==> config.mk <==
export PLATFORM = sky130hd
export DESIGN_NAME = inst_fetch_queue_flat
export DESIGN_NICKNAME = d
export VERILOG_FILES = /design/src/rtl/fetch_pkg.sv /design/src/rtl/inst_fetch_queue_if.sv /design/src/rtl/fq_fifo.sv /design/src/rtl/inst_fetch_queue.sv /design/src/flat_wrapper.sv
export SDC_FILE = /design/constraint.sdc
export NUM_CORES = 1
export LEC_CHECK = 0
export CORE_AREA = 3 3 174 176
export CTS_BUF_LIST = sky130_fd_sc_hd__clkbuf_8
export CTS_CLUSTER_SIZE = 12
export DETAILED_ROUTE_END_ITERATION = 16
export DIE_AREA = 0 0 177 179
export DONT_BUFFER_PORTS = 1
export GPL_ROUTABILITY_DRIVEN = 0
export SKIP_CTS_REPAIR_TIMING = 1
export SLEW_MARGIN = 15
export SYNTH_ARGS = -nofsm -noshare
export SYNTH_HDL_FRONTEND = slang
export SYNTH_SLANG_ARGS = --single-unit
==> constraint.sdc <==
create_clock -name clk -period 5.9 [get_ports clk]
set_input_delay 0.885 -clock clk [delete_from_list [all_inputs] [get_ports clk]]
set_output_delay 0.885 -clock clk [all_outputs]
set_load 0.05 [all_outputs]
==> src/rtl/fetch_pkg.sv <==
// Shared constants and the queue entry type for the instruction fetch path.
package fetch_pkg;

   localparam int unsigned FQ_DEPTH_DEFAULT = 4;
   localparam logic [31:0] NOP_INST = 32'h00000013;

   typedef struct packed {
      logic [31:0] pc;
      logic [31:0] inst;
   } fq_entry_t;

endpackage

==> src/rtl/inst_fetch_queue_if.sv <==
// Bundle between the PC/SRAM/decode side (master) and the fetch queue (slave).
interface inst_fetch_queue_if;

   logic [13:0] pc;
   logic [31:0] pc_reg;
   logic        flush;
   logic [31:0] im_dout;
   logic        dec_ready;
   logic        im_cs;
   logic [13:0] im_addr;
   logic        fq_valid;
   logic [31:0] fq_inst;
   logic [31:0] fq_pc;
   logic        fetch_stall;

   modport master (
      output pc, pc_reg, flush, im_dout, dec_ready,
      input  im_cs, im_addr, fq_valid, fq_inst, fq_pc, fetch_stall
   );

   modport slave (
      input  pc, pc_reg, flush, im_dout, dec_ready,
      output im_cs, im_addr, fq_valid, fq_inst, fq_pc, fetch_stall
   );

endinterface

==> src/rtl/fq_fifo.sv <==
// Circular buffer of {pc, inst} entries with synchronous clear and a
// combinational head that reads as a NOP at PC 0 when empty.
module fq_fifo
   import fetch_pkg::*;
#(
   parameter int unsigned DEPTH = FQ_DEPTH_DEFAULT,
   localparam int unsigned PW   = $clog2(DEPTH)
) (
   input  logic      clk,
   input  logic      rst,
   input  logic      clear,
   input  logic      push,
   input  fq_entry_t push_entry,
   input  logic      pop,
   output logic [PW:0] count,
   output logic      head_valid,
   output fq_entry_t head
);

   localparam logic [PW:0] DEPTH_C = (PW+1)'(DEPTH);

   fq_entry_t        mem [DEPTH];
   logic [PW-1:0]    rd_ptr, wr_ptr;
   logic             do_pop, do_push;

   // Pop on empty is ignored; a push into a full queue only lands if a pop frees a slot.
   assign do_pop  = pop && (count != '0);
   assign do_push = push && ((count != DEPTH_C) || do_pop);

   always_ff @(posedge clk or posedge rst) begin
      if (rst) begin
         rd_ptr <= '0;
         wr_ptr <= '0;
         count  <= '0;
      end else if (clear) begin
         rd_ptr <= '0;
         wr_ptr <= '0;
         count  <= '0;
      end else begin
         if (do_push) wr_ptr <= wr_ptr + PW'(1);
         if (do_pop)  rd_ptr <= rd_ptr + PW'(1);
         if (do_push && !do_pop)      count <= count + (PW+1)'(1);
         else if (do_pop && !do_push) count <= count - (PW+1)'(1);
      end
   end

   always_ff @(posedge clk) begin
      if (do_push && !clear) mem[wr_ptr] <= push_entry;
   end

   assign head_valid = (count != '0);
   assign head       = head_valid ? mem[rd_ptr] : '{pc: 32'd0, inst: NOP_INST};

endmodule

==> src/rtl/inst_fetch_queue.sv <==
// Issues SRAM reads from the PC, tracks the single in-flight read, and queues
// returned instructions toward decode; holds the PC when the queue may overflow.
module inst_fetch_queue
   import fetch_pkg::*;
#(
   parameter int unsigned DEPTH = FQ_DEPTH_DEFAULT
) (
   input logic                clk,
   input logic                rst,
   inst_fetch_queue_if.slave  bus
);

   localparam int unsigned PW          = $clog2(DEPTH);
   localparam logic [PW+1:0] DEPTH_W   = (PW+2)'(DEPTH);

   logic          if_v;
   logic          kill;
   logic [31:0]   if_pc;
   logic [PW:0]   count;
   logic [PW+1:0] occupancy;
   logic          stall;
   logic          issue;
   logic          push;
   logic          head_valid;
   fq_entry_t     push_entry;
   fq_entry_t     head;

   // Counts the in-flight read as occupied; a same-cycle pop is ignored on purpose.
   assign occupancy = {1'b0, count} + {{(PW+1){1'b0}}, if_v};
   assign stall     = (occupancy >= DEPTH_W);
   assign issue     = !bus.flush && !stall;

   assign push       = if_v && !kill && !bus.flush;
   assign push_entry = '{pc: if_pc, inst: bus.im_dout};

   always_ff @(posedge clk or posedge rst) begin
      if (rst) begin
         if_v  <= 1'b0;
         kill  <= 1'b0;
         if_pc <= 32'd0;
      end else begin
         if_v <= issue;
         kill <= bus.flush;
         if (issue) if_pc <= bus.pc_reg;
      end
   end

   fq_fifo #(
      .DEPTH (DEPTH)
   ) u_fifo (
      .clk        (clk),
      .rst        (rst),
      .clear      (bus.flush),
      .push       (push),
      .push_entry (push_entry),
      .pop        (bus.dec_ready),
      .count      (count),
      .head_valid (head_valid),
      .head       (head)
   );

   assign bus.im_cs       = issue;
   assign bus.im_addr     = bus.pc;
   assign bus.fetch_stall = stall;
   assign bus.fq_valid    = head_valid;
   assign bus.fq_inst     = head.inst;
   assign bus.fq_pc       = head.pc;

endmodule
==> src/flat_wrapper.sv <==
// flat-port wrapper written by rule: the top's interface ports become plain ports
module inst_fetch_queue_flat import fetch_pkg::*;
#(
   parameter int unsigned DEPTH = FQ_DEPTH_DEFAULT
)
  (clk, rst, bus_pc, bus_pc_reg, bus_flush, bus_im_dout, bus_dec_ready, bus_im_cs, bus_im_addr, bus_fq_valid, bus_fq_inst, bus_fq_pc, bus_fetch_stall);
  inst_fetch_queue_if bus_i ();
  input logic clk;
  input logic rst;
  input wire logic [$bits(bus_i.pc)-1:0] bus_pc;
  input wire logic [$bits(bus_i.pc_reg)-1:0] bus_pc_reg;
  input wire logic [$bits(bus_i.flush)-1:0] bus_flush;
  input wire logic [$bits(bus_i.im_dout)-1:0] bus_im_dout;
  input wire logic [$bits(bus_i.dec_ready)-1:0] bus_dec_ready;
  output wire logic [$bits(bus_i.im_cs)-1:0] bus_im_cs;
  output wire logic [$bits(bus_i.im_addr)-1:0] bus_im_addr;
  output wire logic [$bits(bus_i.fq_valid)-1:0] bus_fq_valid;
  output wire logic [$bits(bus_i.fq_inst)-1:0] bus_fq_inst;
  output wire logic [$bits(bus_i.fq_pc)-1:0] bus_fq_pc;
  output wire logic [$bits(bus_i.fetch_stall)-1:0] bus_fetch_stall;
  assign bus_i.pc = bus_pc;
  assign bus_i.pc_reg = bus_pc_reg;
  assign bus_i.flush = bus_flush;
  assign bus_i.im_dout = bus_im_dout;
  assign bus_i.dec_ready = bus_dec_ready;
  assign bus_im_cs = bus_i.im_cs;
  assign bus_im_addr = bus_i.im_addr;
  assign bus_fq_valid = bus_i.fq_valid;
  assign bus_fq_inst = bus_i.fq_inst;
  assign bus_fq_pc = bus_i.fq_pc;
  assign bus_fetch_stall = bus_i.fetch_stall;
  inst_fetch_queue #(.DEPTH(DEPTH)) u_core (.clk(clk), .rst(rst), .bus(bus_i));
endmodule
== Word level (Yosys, flattened, before mapping) ==
Memory sizes are Yosys's and may differ from the RTL's.
Index checks and enable logic that the tools add are counted.
Word-level totals
  logic and storage cells: 42
  bits in writable memories: 256
  bits in registers: 41
  memories kept: 1
  input bits: 82
Operators by class
  muxes and demuxes: 10
  $add $sub $neg: 5
  eq/ne operators: 1
  reductions and logical operators: 18
  order comparisons: 1
Memories
  u_core.u_fifo.mem: words 4, bits a word 64, read ports 1, clocked after memory_dff 0, write ports 1, RTL line fq_fifo.sv:22  | fq_entry_t mem [DEPTH];
Operators with widths (count)
  $mux W64: 1
  $mux W3: 3
  $logic_and A1 B1 Y1: 8
  $mux W2: 4
  $reduce_bool A3 Y1: 2
  $logic_not A1 Y1: 5
  $add A2 B1 Y2 const B: 2
  $add A3 B1 Y4: 1
  $ge A4 B3 Y1 const B: 1
  $reduce_bool A2 Y1: 2
  $add A3 B1 Y3 const B: 1
  $ne A3 B3 Y1 const B: 1
  $sub A3 B1 Y3 const B: 1
  $mux W1: 2
  $logic_or A1 B1 Y1: 1

== Logic depth before layout (Yosys ltp) ==
  depth in word-level cells: 9
  gate-level depth with buffers: 8
  mapped depth without buffers: 8

== By module ==
A second synthesis with hierarchy kept.
Unflattened totals
  cell total of the unflattened synthesis: 555
  area total of the unflattened synthesis: 11627.4 um2
By module, submodules not included
  fq_fifo: cells each 468, seq. area each 7862.5 um2, area each 10231.1 um2, instances 1
  inst_fetch_queue: cells each 87, seq. area each 850.8 um2, area each 1396.3 um2, instances 1

== Worst setup path before layout ==
No wires, ideal clock.
  kind: input to register
  start: input port bus_flush
  end: memory u_core.u_fifo.mem[0][0] (netlist bit), enable pin
  arrival time: 3.205 ns
  stages: 3
  slack: 2.266 ns
  data required time: 5.471 ns
  cell sequence: or3b_4 a31oi_1 and2_1
Between the ends
  longest elaborated chain between the ends: 6
Ends and longest elaborated chain
  start: declaration: RTL line flat_wrapper.sv:12  | input wire logic [$bits(bus_i.flush)-1:0] bus_flush;
  $logic_not A1 Y1 *: RTL line fq_fifo.sv:48, inst_fetch_queue.sv:33
  $logic_and A1 B1 Y1: RTL line inst_fetch_queue.sv:33  | assign push = if_v && !kill && !bus.flush;
  $logic_and A1 B1 Y1: RTL line fq_fifo.sv:28  | assign do_push = push && ((count != DEPTH_C) || do_pop);
  $logic_and A1 B1 Y1 *: RTL line fq_fifo.sv:48  | if (do_push && !clear) mem[wr_ptr] <= push_entry;
  $mux W1 *: RTL line fq_fifo.sv:48
  $mux W1 (implied by the code) *: RTL line fq_fifo.sv:48
  end: declaration: RTL line fq_fifo.sv:22
Mark *: on every way between the ends. The rest lies on a longest branch, timed or not.

== Worst setup path in the final report ==
  start: register u_core.u_fifo.rd_ptr[0]
  end: output port bus_fq_inst[3]
Between the ends
  longest elaborated chain between the ends: 2
Ends and longest elaborated chain
  start: declaration: RTL line fq_fifo.sv:23  | logic [PW-1:0] rd_ptr, wr_ptr;
  start signal: assignment: RTL line fq_fifo.sv:41  | if (do_pop) rd_ptr <= rd_ptr + PW'(1);
  $mem_v2 Z4 W64
  $mux W64: RTL line fq_fifo.sv:52  | assign head = head_valid ? mem[rd_ptr] : '{pc: 32'd0, inst: NOP_INST};
  end: declaration: RTL line flat_wrapper.sv:18  | output wire logic [$bits(bus_i.fq_inst)-1:0] bus_fq_inst;
Every way passes these cells.

==> run metrics <==
multiplexer share of the synthesized area 0.159; Global Route Usage Sum 0.136; share of cells above drive strength 1 0.293; DRC Markers 0; Compound-Gate Fraction of Synth Area 0.00795; Final Total Pwr ~6.6 mW; Post-Synth XOR/XNOR Area 0.00152; sequential fraction of the synthesis area 0.758; fin area between 10,000 and 15,000 sq um; final setup violation count 0; Syn-to-layout area delta 10.6%; Setup TNS Final 0 ps; Reg2Reg Depth 3; Min-Delay Endpoint u_core.kill; Hold WS between 300 and 400 ps; placed insts approximately 900; initial core utilization 0.399; Crit. End Element output port; Post-Route Skew between 20 and 30 ps; Yosys warnings 0; peak supply drop between 0.2 and 0.3 mV; worst hold stages 0; Cell Pwr Density around 520 nW/um^2; largest net degree at the start of global routing 66; top cells by area, synth edfxtp_1, mux4_2, dfrtp_1; vias in the first global route ~5,600; clock buffer depth 3; Worst-Skew Late Latency between 500 and 600 ps; critical path startpoint category flop; Tmin final between 4000 and 5000 ps; via-per-instance ratio approximately 5.1; std cell rows between 60 and 70; post-synth top area share 0.669; min-delay worst type primary input to flop; Simple-Gate Fraction of Synth Area 0.0452; Detail Route Antenna Nets 0; Clock Pin Slew Worst Setup and Hold Paths 60 ps; Mapped Nets around 630; DR pass1 iterations 6; final worst path period share 0.679; IO Count ~160; dpl cell area ~12,000 sq um; Final Max Tran Viols 0; CTS buffer count 48; max frequency between 200 and 250 MHz; Clock Sinks between 200 and 300; reg2reg start u_core.kill; Avg Inst Size Synth between 20 and 25 sq um; initial antenna violation count 0; FF-to-FF End u_core.u_fifo.mem[3][26]; Die Ht 179 um; cell taking the most area after synthesis edfxtp_1; nets ~650; Final HPWL DP approximately 12,000 um; cell area after synthesis between 10,000 and 15,000 sq um; Die ar. between 30,000 and 40,000 sq um; Synth Instances between 500 and 600; min-delay src bus_flush; Finished Layout Cells roughly 980; CP Max Fanout 46; CTS tree built; unrepaired setup endpoints after global routing no; via count ~5,000; Post-Route WL between 20,000 and 25,000 um; Max Cap Viol 0; total grt overflow 0; Seq cells post-synth between 200 and 300; leakage roughly 4.1 nW; # H-tree levels 2; combinational family with the most area after synthesis multiplexers; Hold Vio Cnt, Final 0; Filler cells about 2,500; CP Data Arrival Time approximately 3100 ps; root buffer cell clkbuf_8; drt initial violations roughly 260; die span in x between 150 and 200 um; Core Box Area approximately 29,000 sq um; Tightest Pin Transition between 1000 and 1500 ps; port bufs 0; WP data required about 5000 ps; status finished clean; reg-to-reg slack, setup between 3000 and 4000 ps; post-synthesis cell type count 33; first-pass GRT wire length 32,800 um; Slew HR 0.267; critical path type flop to output port; Post-Synth Adder-Cell Area 0.00610; routed wire length per instance 21.6 um
==> critical path, stage by stage, from the launching register on <==
cell and delay [ps]:
dfrtp_4 1040, buf_4 510, mux4_2 570, and2_1 350
==> where the power goes <==
group	internal (mW)	total (mW)	switching [mW]	leakage [nW]
Clock	0.903	1.68	0.774	0.552
Combinational	0.559	2.17	1.61	0.798
Sequential	2.52	2.76	0.236	2.80
Total	3.99	6.60	2.62	4.15
==> flip-flops by register name, indices dropped and copies added, names as in the netlist <==
register / flops
u_core.kill: 1
u_core.if_v: 1
u_core.u_fifo.count: 3
u_core.u_fifo.mem: 256
u_core.u_fifo.wr_ptr: 2
u_core.if_pc: 32
u_core.u_fifo.rd_ptr: 2
==> worst max path at each step <==
stage / slack [ps] / end / start
after global placement: 2400 / bus_fq_inst[3] / u_core.u_fifo.rd_ptr[0]
after CTS: 1760 / bus_fq_inst[10] / u_core.u_fifo.rd_ptr[0]
after detailed placement: 2360 / bus_fq_inst[10] / u_core.u_fifo.rd_ptr[0]
after floorplan: 2270 / u_core.u_fifo.mem[0][0] / bus_flush
after global routing: 1640 / bus_fq_inst[3] / u_core.u_fifo.rd_ptr[0]
final: 1890 / bus_fq_inst[3] / u_core.u_fifo.rd_ptr[0]
==> final cells by class <==
type | count | area [sq um] | area share
antenna | 2 | 5.00 | 0.000394
clock buffer | 52 | 716 | 0.0563
clock inverter | 35 | 209 | 0.0164
inverter | 7 | 26.3 | 0.00207
multi-input combinational | 203 | 2540 | 0.199
sequential | 297 | 8720 | 0.686
tap | 384 | 480 | 0.0378
timing repair buffer | 3 | 22.5 | 0.00177
==> logic make-up after synthesis <==
logic type	after synthesis
DFF	297
muxes	98
and+or+nand+nor	86
buffers and inverters	46
AOI/OAI and AO/OA	12
adders and majority gates	5
xor gates and xnor gates	2
==> per-layer routing <==
metal  track usage  vias up  wire, um
met3        0.0506       47      1710
met2         0.222      158     10300
met4        0.0445        0       508
met1         0.171     2600      8730
met5             0        -         0
li1              -     2193         -
==> through the flow <==
| stage | utilization | worst slack [ps] |
|---|---|---|
| after detailed placement | 0.410 | 2360 |
| final | 0.442 | 1890 |
| after global placement | 0.410 | 2400 |
| after CTS | 0.442 | 1760 |
| after global routing | 0.442 | 1640 |
| after floorplan | - | 2270 |
==> cell usage after synthesis <==
master / instances
a211o_1: 1
a21oi_1: 1
a2bb2oi_1: 1
a31o_2: 1
a31oi_1: 1
a32oi_1: 1
and2_1: 66
buf_1: 3
buf_2: 6
buf_4: 21
clkbuf_1: 9
dfrtp_1: 41
edfxtp_1: 256
fa_1: 1
ha_1: 4
inv_1: 7
mux2_2: 33
mux2i_1: 1
mux4_2: 64
nand2_1: 2
nand3_1: 1
nor2_1: 7
nor2_2: 1
nor3_1: 1
nor3b_1: 1
o211ai_1: 2
o22ai_1: 1
o31ai_1: 2
o32ai_1: 1
or2_2: 4
or3_1: 2
or3b_4: 1
xor2_1: 2
==> cells in the final DEF (no fill, tap or decap), drive strengths merged, types with 3 or more instances in the layout <==
cell type and n:
edfxtp 256, nor2 8, clkinv 11, inv 29, mux4 64, ha 4, clkbuf 52, dfrtp 41
buf 3, mux2 33, and2 66, or2 4
Power figures use the tool's default switching activity.
